File: src/rtl/func_sqrt_ctrl.sv
// func_sqrt_ctrl: sequencer computing y = a*a + sqrt(b) for 8-bit unsigned operands.
// a*a is formed by an 8-step shift-add multiplier; sqrt(b) comes from an external
// multi-cycle unit driven through a start/busy handshake.
// Build option: define FUNC_SQRT_PARALLEL_EN to overlap the multiply with the sqrt wait.
module func_sqrt_ctrl #(
   parameter int unsigned TIMEOUT = 63
) (
   input  logic        clk_i,
   input  logic        rst_i,
   input  logic [7:0]  a_bi,
   input  logic [7:0]  b_bi,
   input  logic        start_i,
   output logic        busy_o,
   output logic [15:0] y_bo,
   output logic        err_o,
   output logic        sqrt_start_o,
   output logic [7:0]  sqrt_x_bo,
   input  logic        sqrt_busy_i,
   input  logic [7:0]  sqrt_y_bi
);

   localparam int unsigned OP_W   = 8;
   localparam int unsigned Y_W    = 16;
   localparam int unsigned CNT_W  = 4;
   localparam int unsigned WAIT_W = $clog2(TIMEOUT + 1);

   localparam logic [2:0] S_IDLE       = 3'd0;
   localparam logic [2:0] S_MUL        = 3'd1;
   localparam logic [2:0] S_SQ_START   = 3'd2;
   localparam logic [2:0] S_SQ_WAIT_HI = 3'd3;
   localparam logic [2:0] S_SQ_WAIT_LO = 3'd4;
   localparam logic [2:0] S_ADD        = 3'd5;

   logic [2:0]        state_q, state_d;
   logic [OP_W-1:0]   a_q, a_d;
   logic [OP_W-1:0]   b_q, b_d;
   logic [Y_W-1:0]    prod_q, prod_d;
   logic [CNT_W-1:0]  cnt_q, cnt_d;
   logic [WAIT_W-1:0] wait_q, wait_d;
   logic [OP_W-1:0]   root_q, root_d;
   logic [Y_W-1:0]    y_q, y_d;
   logic              err_q, err_d;
   logic              sq_start_q, sq_start_d;
`ifdef FUNC_SQRT_PARALLEL_EN
   logic              root_ok_q, root_ok_d;
`endif

   logic [Y_W-1:0]    pp_c;
   logic [WAIT_W-1:0] wait_inc_c;
   logic              wait_expired_c;

   // Partial product for the current multiplier bit and saturating wait-count increment
   always_comb begin
      pp_c           = a_q[cnt_q[2:0]] ? (Y_W'(a_q) << cnt_q[2:0]) : '0;
      wait_inc_c     = (wait_q == WAIT_W'(TIMEOUT)) ? wait_q : wait_q + WAIT_W'(1);
      wait_expired_c = (wait_inc_c == WAIT_W'(TIMEOUT));
   end

   // Next-state and datapath update
   always_comb begin
      state_d    = state_q;
      a_d        = a_q;
      b_d        = b_q;
      prod_d     = prod_q;
      cnt_d      = cnt_q;
      wait_d     = wait_q;
      root_d     = root_q;
      y_d        = y_q;
      err_d      = err_q;
      sq_start_d = 1'b0;
`ifdef FUNC_SQRT_PARALLEL_EN
      root_ok_d  = root_ok_q;
      // Multiplier runs alongside the sqrt handshake until 8 steps are done
      if (((state_q == S_SQ_START) || (state_q == S_SQ_WAIT_HI) ||
           (state_q == S_SQ_WAIT_LO)) && !cnt_q[3]) begin
         prod_d = prod_q + pp_c;
         cnt_d  = cnt_q + CNT_W'(1);
      end
`endif

      case (state_q)
         S_IDLE: begin
            if (start_i) begin
               a_d    = a_bi;
               b_d    = b_bi;
               prod_d = '0;
               cnt_d  = '0;
               err_d  = 1'b0;
`ifdef FUNC_SQRT_PARALLEL_EN
               root_ok_d = 1'b0;
               state_d   = S_SQ_START;
`else
               state_d   = S_MUL;
`endif
            end
         end
         S_MUL: begin
            prod_d = prod_q + pp_c;
            cnt_d  = cnt_q + CNT_W'(1);
            if (cnt_q == CNT_W'(7)) begin
               state_d = S_SQ_START;
            end
         end
         S_SQ_START: begin
            wait_d  = '0;
            state_d = S_SQ_WAIT_HI;
         end
         S_SQ_WAIT_HI: begin
            if (sqrt_busy_i) begin
               wait_d  = '0;
               state_d = S_SQ_WAIT_LO;
            end else if (wait_expired_c) begin
               err_d   = 1'b1;
               state_d = S_IDLE;
            end else begin
               wait_d = wait_inc_c;
            end
         end
         S_SQ_WAIT_LO: begin
`ifdef FUNC_SQRT_PARALLEL_EN
            if (root_ok_q || !sqrt_busy_i) begin
               if (!root_ok_q) begin
                  root_d    = sqrt_y_bi;
                  root_ok_d = 1'b1;
               end
               if (cnt_d[3]) begin
                  state_d = S_ADD;
               end
            end else if (wait_expired_c) begin
               err_d   = 1'b1;
               state_d = S_IDLE;
            end else begin
               wait_d = wait_inc_c;
            end
`else
            if (!sqrt_busy_i) begin
               root_d  = sqrt_y_bi;
               state_d = S_ADD;
            end else if (wait_expired_c) begin
               err_d   = 1'b1;
               state_d = S_IDLE;
            end else begin
               wait_d = wait_inc_c;
            end
`endif
         end
         S_ADD: begin
            y_d     = prod_q + Y_W'(root_q);
            state_d = S_IDLE;
         end
         default: begin
            state_d = S_IDLE;
         end
      endcase

      sq_start_d = (state_d == S_SQ_START);
   end

   // State and datapath registers
   always_ff @(posedge clk_i or negedge rst_i) begin
      if (!rst_i) begin
         state_q    <= S_IDLE;
         a_q        <= '0;
         b_q        <= '0;
         prod_q     <= '0;
         cnt_q      <= '0;
         wait_q     <= '0;
         root_q     <= '0;
         y_q        <= '0;
         err_q      <= 1'b0;
         sq_start_q <= 1'b0;
`ifdef FUNC_SQRT_PARALLEL_EN
         root_ok_q  <= 1'b0;
`endif
      end else begin
         state_q    <= state_d;
         a_q        <= a_d;
         b_q        <= b_d;
         prod_q     <= prod_d;
         cnt_q      <= cnt_d;
         wait_q     <= wait_d;
         root_q     <= root_d;
         y_q        <= y_d;
         err_q      <= err_d;
         sq_start_q <= sq_start_d;
`ifdef FUNC_SQRT_PARALLEL_EN
         root_ok_q  <= root_ok_d;
`endif
      end
   end

   // Output mapping; busy follows the registered state
   always_comb begin
      busy_o       = (state_q != S_IDLE);
      y_bo         = y_q;
      err_o        = err_q;
      sqrt_start_o = sq_start_q;
      sqrt_x_bo    = b_q;
   end

endmodule

File: config.mk
export PLATFORM = sky130hd
export DESIGN_NAME = func_sqrt_ctrl
export DESIGN_NICKNAME = d
export VERILOG_FILES = /design/src/rtl/func_sqrt_ctrl.sv
export SDC_FILE = /design/constraint.sdc
export NUM_CORES = 1
export LEC_CHECK = 0
export BUFFER_PORTS_ARGS = -buffer_cell sky130_fd_sc_hd__buf_2
export CAP_MARGIN = 30
export CORE_ASPECT_RATIO = 0.5
export CORE_UTILIZATION = 40
export DETAILED_ROUTE_END_ITERATION = 10
export HOLD_SLACK_MARGIN = 0.12
export PLACE_DENSITY_LB_ADDON = 0.25
export SLEW_MARGIN = 20
export SYNTH_ARGS = -nofsm -noshare
export SYNTH_HDL_FRONTEND = slang
export SYNTH_SLANG_ARGS = --single-unit
File: constraint.sdc
create_clock -name clk_i -period 3.5 [get_ports clk_i]
set_clock_uncertainty 0.2 [all_clocks]
set_input_delay 0.525 -clock clk_i [delete_from_list [all_inputs] [get_ports clk_i]]
set_output_delay 0.525 -clock clk_i [all_outputs]
set_load 0.05 [all_outputs]
==> run summary, run 1 <==
run status -> complete, but fails checks
violated checks -> design-rule violations
power per cell area -> 1090 nW/µm²
RR Startpoint -> cnt_q[0]
slowest library cell on the worst path -> mux4_2
core area -> 10600 µm²
adder-cell share of the synthesized area -> 0.0783
vias in the first global route -> 3392
Ports -> 55
number of antenna diodes -> 0
Distinct cells, synth -> 55
final worst path period need -> 3210 ps
crit share post-route -> 0.916
Synth Area in Compound Gates -> 0.186
drt initial violations -> 213
Ys Warns -> 0
initial antenna violation count -> 0
post-synthesis sequential area ratio -> 0.394
Routed WL per cell -> 14.1 µm
Worst setup startpoint -> cnt_q[0]
TritonCTS Buffers -> 9
post-DR vias/cell -> 5.23
clk_lat worst skew -> 330 ps
die height -> 77.0 µm
Post-DP HPWL -> 7.06 mm
clk slew on worst S/H paths -> 50 ps
met2 wire len -> 3.92 mm
R2R Setup Slk -> 290 ps
Post-synth EDFFs -> 0
critical path peak fanout -> 7
maximum clock rate -> 312 MHz
Max-Cap Viols -> 0
hold path start -> sqrt_y_bi[1]
total wire length -> 9.52 mm
CTS tree -> done
Total Power -> 5.76 mW
top_reg_cell synth -> dfrtp_1
DR WL met3 -> 528 µm
gpl congestion -> 0.862
gr ovfl total -> 0
CP peak stage delay -> 530 ps
critical-path cell list -> mux4_2 -> nand2_1 -> and2_1 -> nor2_1 -> ha_1 -> a21o_1 -> a221oi_2 -> o21ai_2 -> a31oi_1 -> xor2_1 -> o21ai_1
Worst Reg-to-Reg Cells -> 11
Crit path depth -> 11
max-slew violations -> 0
clk buf depth -> 2
most common cell after layout, fill and taps aside -> dfrtp_1
Crit path max-delay family -> compound AO/OA/AOI/OAI gates
share of layout cells above drive strength 1 -> 0.231
post-synthesis mux area share -> 0.0958
Gate Count Post-Synth -> 477
endpoints failing setup -> 0
DP Area -> 4940 µm²
clock tree sinks -> 71
post-route ant nets -> 0
total track usage -> 0.177
Worst Path Buf+Inv -> 0
final hold vios -> 0
synthesis-stage register bit count -> 71
most frequent cells in the layout -> dfrtp_1, buf_2, nand2_1
Hold Path Class -> input port to flip-flop
nets -> 586
asr flop ratio synth -> 1.00
Met1 Wirelength -> 4.97 mm
Finished Layout Cells -> 676
leading area contributor after synthesis -> dfrtp_1
worst r2r dst -> prod_q[14]
first-pass GRT wire length -> 16.4 mm
die area -> 11700 µm²
leak pwr -> 2.44 nW
total number of vias -> 3537
peak supply drop -> 0.426 mV
Fin Setup TNS -> 0 ps
Synth Cell Area -> 4510 µm²
Max-slew headroom -> 0.587
CTS root buf -> clkbuf_16
post-layout instance area -> 5280 µm²
Crit path required time -> 3520 ps
number of placement rows -> 26
Final Util -> 0.500
synthesized net count -> 532
IO buf count -> 54
share of the synthesized area in the top cell type -> 0.394
Synth area leaders -> dfrtp_1, mux2_2, ha_1
pre-CTS setup slack -> 304 ps
DRC Markers -> 4
hold path cells -> 3
CP Capture Type -> flip-flop
Setup crit start kind -> flip-flop
DR pass1 iterations -> 7
Worst EP arrival -> 3220 ps
Hold Path End -> root_q[1]
worst slew pin tran -> 619 ps
top routing layer in use -> met4
final setup margin -> 293 ps
syn_area_per_cell -> 9.45 µm²
Worst Hold Slack -> 201 ps
Die Width -> 152 µm
Simple-Gate Fraction of Synth Area -> 0.162
Synth Area in XOR/XNOR -> 0.0467
Post-Place Cells -> 658
initial core utilization -> 0.426
largest family of logic cells by synthesized area -> compound AO/OA/AOI/OAI gates
Area growth syn-to-layout -> 17.2%
RSZ-0062 raised after global routing -> false
Setup CP Type -> flip-flop to flip-flop
largest net degree at the start of global routing -> 72
Setup Buffers After CTS -> 0
H-Tree Depth -> 3
[state kept, by name (all words and copies together) (netlist names), 3 cells and up]
register	cells
state_q	3
a_q	8
sqrt_x_bo	8
wait_q	6
root_q	8
y_bo	16
cnt_q	4
prod_q	16
[repair_timing]
action / 4_1_cts / 5_1_grt
hold endpoints to repair: 0 / 15
endpoints found under the setup margin: 0 / 2
hold buffers: 0 / 1
gates resized for setup: 0 / 1
[Yosys cell counts, drive strengths merged (4+ instances only)]
cell type,number
a21o,13
nor2,31
o31ai,9
clkbuf,14
xnor2,14
nand2,48
o21ai,50
inv,14
nand3,25
dfrtp,71
o21a,8
a21oi,32
and2,4
ha,25
nand3b,4
nor3,8
mux2i,6
mux2,29
a31oi,4
buf,10
and3,6
xor2,10
[layout make-up]
type / instances / area, µm²
Tap cell: 140 / 175
Timing Repair Buffer: 67 / 413
Inverter: 14 / 52.6
Sequential cell: 71 / 1780
Clock inverter: 3 / 15.0
Clock buffer: 13 / 280
Multi-Input combinational cell: 368 / 2570
Fill cell: 1013 / 5290
[logic make-up after synthesis]
family	count (synthesis)
fa+ha+maj	27
simple gates	148
compound gates	132
mux	37
buf+inv	38
xor+xnor	24
flops	71
[worst max-delay path by stage]
| stage | to | slack (ps) |
|---|---|---|
| final | prod_q[14] | 290 |
| after CTS | prod_q[15] | 280 |
| after floorplan | prod_q[14] | 370 |
| after detailed placement | prod_q[14] | 300 |
| after global routing | prod_q[14] | 90 |
| after global placement | prod_q[14] | 360 |
[routing by layer]
| metal | up-vias | track usage |
|---|---|---|
| met5 | - | 0 |
| met3 | 10 | 0.0611 |
| met1 | 1618 | 0.243 |
| met2 | 63 | 0.261 |
| met4 | 0 | 0.0510 |
| li1 | 1846 | - |
[report_power, final]
group          internal (mW)  leakage (nW)  switching (mW)
clock network          0.553         0.151           0.330
registers               1.18         0.891           0.323
logic                   1.35          1.40            2.02
[worst reg2reg max path, cell delays in order (launching register included)]
cell	delay [ps]
dfrtp_1	430
mux4_2	530
nand2_1	110
and2_1	250
nor2_1	80
ha_1	320
a21o_1	200
a221oi_2	350
o21ai_2	140
a31oi_1	230
xor2_1	160
o21ai_1	70
(Power assumes the default switching activity.)
==> inputs of run 2 (changes only) <==
--- a/config.mk
+++ b/config.mk
@@ -11,7 +11,7 @@
 export CORE_UTILIZATION = 40
 export DETAILED_ROUTE_END_ITERATION = 10
 export HOLD_SLACK_MARGIN = 0.12
-export PLACE_DENSITY_LB_ADDON = 0.25
+export PLACE_DENSITY = 0.61
 export SLEW_MARGIN = 20
 export SYNTH_ARGS = -nofsm -noshare
 export SYNTH_HDL_FRONTEND = slang
==> run 2 against run 1 <==
  * The flow still finishes with violations (design-rule violations)
  * Non-clock buffer count down 1
  * Register-to-register slack about the same
  * Combinational power about the same
  * Worst setup slack better by 5.9 ps
  * Die area unchanged
  * Worst hold slack better by 2.7 ps
  * Final area down 0.21%
  * Final cell count down 0.30%
  * Sequential power about the same
  * Sequential cell count unchanged
  * Critical endpoint is now prod_q[15]
==> run summary, run 2 (synthesis results as in run 1) <==
RSZ-0062 raised after global routing -> false
Finished Layout Cells -> 674
pre-CTS setup slack -> 165 ps
Routed WL per cell -> 14.6 µm
critical path peak fanout -> 7
H-Tree Depth -> 3
endpoints failing setup -> 0
crit share post-route -> 0.915
die area -> 11700 µm²
run status -> complete, but fails checks
Post-DP HPWL -> 7.14 mm
DR pass1 iterations -> 7
power per cell area -> 1100 nW/µm²
core area -> 10600 µm²
post-layout instance area -> 5270 µm²
initial core utilization -> 0.426
cell mode on critical path -> a21oi_1
total number of vias -> 3607
Ports -> 55
final hold vios -> 0
share of layout cells above drive strength 1 -> 0.230
largest net degree at the start of global routing -> 72
clk_lat worst skew -> 340 ps
first-pass GRT wire length -> 17.2 mm
violated checks -> design-rule violations
most frequent cells in the layout -> dfrtp_1, buf_2, nand2_1
Worst EP arrival -> 3250 ps
clk slew on worst S/H paths -> 60 ps
leak pwr -> 2.43 nW
max-slew violations -> 0
final worst path period need -> 3200 ps
maximum clock rate -> 312 MHz
CTS tree -> done
most common cell after layout, fill and taps aside -> dfrtp_1
drt initial violations -> 204
TritonCTS Buffers -> 9
Setup CP Type -> flip-flop to flip-flop
peak supply drop -> 0.591 mV
number of placement rows -> 26
post-DR vias/cell -> 5.35
Final Util -> 0.498
Fin Setup TNS -> 0 ps
fill cell count -> 998
Total Power -> 5.80 mW
clock tree sinks -> 71
gpl congestion -> 0.871
R2R Setup Slk -> 300 ps
vias in the first global route -> 3434
Max-Cap Viols -> 0
Hold Path Class -> input port to flip-flop
Area growth syn-to-layout -> 17.0%
gr ovfl total -> 0
CP peak stage delay -> 520 ps
post-route ant nets -> 0
DRC Markers -> 10
Die Width -> 152 µm
slowest library cell on the worst path -> mux4_2
clk buf depth -> 2
total wire length -> 9.87 mm
Setup crit start kind -> flip-flop
Max-slew headroom -> 0.530
worst slew pin tran -> 702 ps
CP Capture Type -> flip-flop
total track usage -> 0.187
Setup Buffers After CTS -> 0
CTS root buf -> clkbuf_16
DP Area -> 4920 µm²
Worst Hold Slack -> 204 ps
die height -> 77.0 µm
final setup margin -> 299 ps
initial antenna violation count -> 0
IO buf count -> 54
nets -> 585
critical-path cell list -> mux4_2 -> nand2_1 -> and2_1 -> a211oi_1 -> ha_1 -> a21oi_1 -> nand2b_1 -> o31ai_2 -> a31oi_1 -> a21oi_1 -> mux2i_1
Crit path required time -> 3550 ps
Post-Place Cells -> 657
number of antenna diodes -> 0
==> run 2: routing by layer <==
metal,vias to the layer above,part of all wire,track usage
met4,0,0.011,0.0520
met1,1659,0.51,0.265
met2,100,0.40,0.274
li1,1837,-,-
met3,11,0.074,0.0560
met5,-,0,0
==> run 2: worst paths after layout <==
path                              start            to  cells after the start
max                            cnt_q[0]    prod_q[15]                     11
min                        sqrt_y_bi[1]     root_q[1]                      3
max reg2reg                    cnt_q[0]    prod_q[15]                     11
min reg2reg                     y_bo[6]       y_bo[6]                      2
max in group asynchronous         rst_i      cnt_q[0]                      3
min in group asynchronous         rst_i  sqrt_x_bo[5]                      2
==> run 2: critical path: cells and delay by family (launching register included) <==
| kind | cells | cell delay (ps) |
|---|---|---|
| compound gates | 5 | 940 |
| mux | 2 | 730 |
| simple gates | 3 | 470 |
| flops | 1 | 420 |
| fa+ha+maj | 1 | 360 |
==> run 2: area by class of cell <==
cell class / count / area (µm²) / area share
Clock inverter: 2 / 37.5 / 0.00712
Timing Repair Buffer: 66 / 378 / 0.0717
Sequential cell: 71 / 1780 / 0.337
Multi-Input combinational cell: 368 / 2570 / 0.487
Inverter: 14 / 52.6 / 0.00997
Tap cell: 140 / 175 / 0.0332
Clock buffer: 13 / 280 / 0.0532
==> run 2: power breakdown <==
part	switching, mW	total, mW	internal [mW]
Combinational	2.04	3.34	1.30
Clock	0.340	0.965	0.625
Sequential	0.319	1.50	1.18
==> run 2: repair_timing <==
item | CTS | global route
hold buffers | 0 | 1
resized for setup | 0 | 2
setup endpoints to repair | 0 | 4
endpoints found under the hold margin | 0 | 29
==> inputs of run 3 (changes only) <==
--- a/config.mk
+++ b/config.mk
@@ -5,6 +5,7 @@
 export SDC_FILE = /design/constraint.sdc
 export NUM_CORES = 1
 export LEC_CHECK = 0
+export ABC_AREA = 1
 export BUFFER_PORTS_ARGS = -buffer_cell sky130_fd_sc_hd__buf_2
 export CAP_MARGIN = 30
 export CORE_ASPECT_RATIO = 0.5
==> run 3 against run 2 <==
  * The flow now finishes without violations
  * Clock power shrank 11%
  * Routed wire length is 10% higher
  * Global-route usage rose by 0.73 points
  * Core utilization is 1.2 points lower
  * Fmax rose by 5.3%
  * Die area is 5.8% higher
  * Sequential power barely moved
  * Critical path depth rose by 6
  * First-iteration DRC count increased by 18%
  * Via count is 19% higher
  * Largest cell class unchanged
==> run summary, run 3 <==
clk_lat worst skew -> 340 ps
maximum clock rate -> 329 MHz
share of the synthesized area in the top cell type -> 0.372
Setup crit start kind -> flip-flop
nets -> 777
DRC Markers -> 0
first-pass GRT wire length -> 18.8 mm
post-route ant nets -> 0
drt initial violations -> 240
gr ovfl total -> 0
RSZ-0062 raised after global routing -> false
Ports -> 55
share of layout cells above drive strength 1 -> 0.149
leak pwr -> 3.05 nW
peak supply drop -> 0.408 mV
H-Tree Depth -> 3
synth cell count leaders -> nand2_1, dfrtp_1, inv_1
syn_area_per_cell -> 7.18 µm²
critical path peak fanout -> 17
initial antenna violation count -> 0
leading cell type by number of instances after synthesis -> nand2_1
combinational share of power -> 0.556
Setup CP Type -> flip-flop to flip-flop
clk slew on worst S/H paths -> 50 ps
Synth area leaders -> dfrtp_1, nand2_1, ha_1
fill cell count -> 1170
total track usage -> 0.194
Crit path max-delay family -> simple AND/OR/NAND/NOR gates
Post-synth EDFFs -> 0
run status -> finished, final reports clean
final worst path period need -> 3040 ps
Distinct cells, synth -> 39
DR pass1 iterations -> 5
Clk pwr share -> 0.161
Worst EP arrival -> 3110 ps
number of placement rows -> 27
leading area contributor after synthesis -> dfrtp_1
IO buf count -> 54
post-DR vias/cell -> 4.85
clock tree sinks -> 71
CP Capture Type -> flip-flop
cell mode on critical path -> nand2_1
slowest library cell on the worst path -> dfrtp_1
Hold Path Class -> input port to flip-flop
Worst Path Buf+Inv -> 3
final hold vios -> 0
switching pwr -> 2.68 mW
worst slew pin tran -> 756 ps
post-synthesis sequential area ratio -> 0.372
asr flop ratio synth -> 1.00
critical-path cell list -> inv_1 -> a21oi_1 -> nand2_1 -> nand3_1 -> nand2_1 -> o21ai_0 -> inv_1 -> ha_1 -> nand2_1 -> inv_1 -> a21oi_1 -> nand2_1 -> nand2_1 -> nand2_1 -> nand2_1 -> nand3_1 -> nand2_1
initial core utilization -> 0.423
CTS tree -> done
Area growth syn-to-layout -> 15.0%
Max-Cap Viols -> 0
Flop pwr share -> 0.283
Fin Setup TNS -> 0 ps
Crit path required time -> 3570 ps
top_reg_cell synth -> dfrtp_1
core area -> 11300 µm²
largest family of logic cells by synthesized area -> simple AND/OR/NAND/NOR gates
largest net degree at the start of global routing -> 72
Worst Hold Slack -> 180 ps
Synth Area in XOR/XNOR -> 0.0184
Sw Ratio -> 0.503
TritonCTS Buffers -> 9
CP peak stage delay -> 620 ps
Gate Count Post-Synth -> 665
power per cell area -> 971 nW/µm²
Synth Cell Area -> 4770 µm²
Ys Warns -> 0
CTS root buf -> clkbuf_16
Int Power -> 2.65 mW
number of antenna diodes -> 0
synthesis-stage register bit count -> 71
Max-slew headroom -> 0.494
endpoints failing setup -> 0
Setup Buffers After CTS -> 0
most frequent cells in the layout -> nand2_1, dfrtp_1, inv_1
synthesized net count -> 720
die area -> 12400 µm²
max-slew violations -> 0
Die Width -> 156 µm
crit share post-route -> 0.868
vias in the first global route -> 3977
total number of vias -> 4293
total wire length -> 10.9 mm
adder-cell share of the synthesized area -> 0.0739
gpl congestion -> 0.885
Routed WL per cell -> 12.2 µm
Final Util -> 0.486
Simple-Gate Fraction of Synth Area -> 0.329
Synth Area in Compound Gates -> 0.105
post-synthesis mux area share -> 0.0233
most common cell after layout, fill and taps aside -> nand2_1
clk buf depth -> 2
die height -> 79.2 µm
Post-DP HPWL -> 8.20 mm
run 3: cell count changes in the layout (fill, tap and decap cells not counted), moves of 13 or more:
| cell | before | now |
|---|---|---|
| mux2_2 | 29 | 1 |
| nand2_1 | 48 | 240 |
| nand3_1 | 25 | 44 |
| inv_1 | 14 | 69 |
| a21o_1 | 13 | 0 |
| nor2_1 | 30 | 44 |
run 3: final cells by class:
cell class              count  area [µm²]  area share
repair buffers             58         318      0.0579
clock buffers              13         260      0.0474
inverters                  78         295      0.0538
well taps                 159         199      0.0363
multi-input cells         504        2620       0.478
clock inverters             3        17.5     0.00319
flip-flops and latches     71        1780       0.324
run 3: per-layer routing:
layer | wire, µm | GRT usage | vias to the layer above
li1 | - | - | 2257
met1 | 5560 | 0.264 | 1942
met2 | 4700 | 0.306 | 80
met3 | 453 | 0.0420 | 14
met4 | 136 | 0.0627 | 0
met5 | 0 | 0 | -
run 3: kinds of logic after synthesis:
logic type / Yosys count
buf+inv: 90
fa+ha+maj: 27
simple gates: 368
xor+xnor: 10
compound gates: 91
flops: 71
mux: 8
run 3: path summary, 6_finish.rpt:
check	from	end	slack [ps]	cells after the start
min in group asynchronous	rst_i	sqrt_x_bo[5]	500	2
max in group asynchronous	rst_i	prod_q[8]	2040	3
worst min register to register	y_bo[0]	y_bo[0]	260	2
worst max register to register	cnt_q[1]	prod_q[9]	460	17
worst min-delay path	b_bi[7]	sqrt_x_bo[7]	180	3
worst max-delay path	cnt_q[1]	prod_q[9]	460	17
run 3: timing repair:
action                    CTS  global route
hold endpoints to repair    0            36
resized for setup           0             0
hold buffers                0             1
run 3: worst min-delay path: stages:
cell     delay [ps]
buf_2            70
nand2_1          40
nand2_1          40
run 3: power by group through the flow:
| stage | registers (mW) | clock network [mW] | logic (mW) |
|---|---|---|---|
| 6_report | 1.51 | 0.857 | 2.96 |
| 5_1_grt | 1.56 | 0.927 | 3.35 |
| 4_1_cts | 1.51 | 0.886 | 2.98 |
| 3_5_place_dp | 1.51 | 0 | 2.98 |
| 3_3_place_gp | 1.51 | 0 | 2.94 |
| 2_1_floorplan | 1.84 | 0 | 2.00 |
run 3: stage by stage:
stage               cell area (µm²)  worst slack (ps)  std cells  total power, mW
floorplan                      4770              1020        665             3.83
global placement               5180               570        868             4.45
detailed placement             5180               506        868             4.49
CTS                            5460               479        884             5.37
global route                   5490              27.5        886             5.84
finish                         5490               461        886             5.33
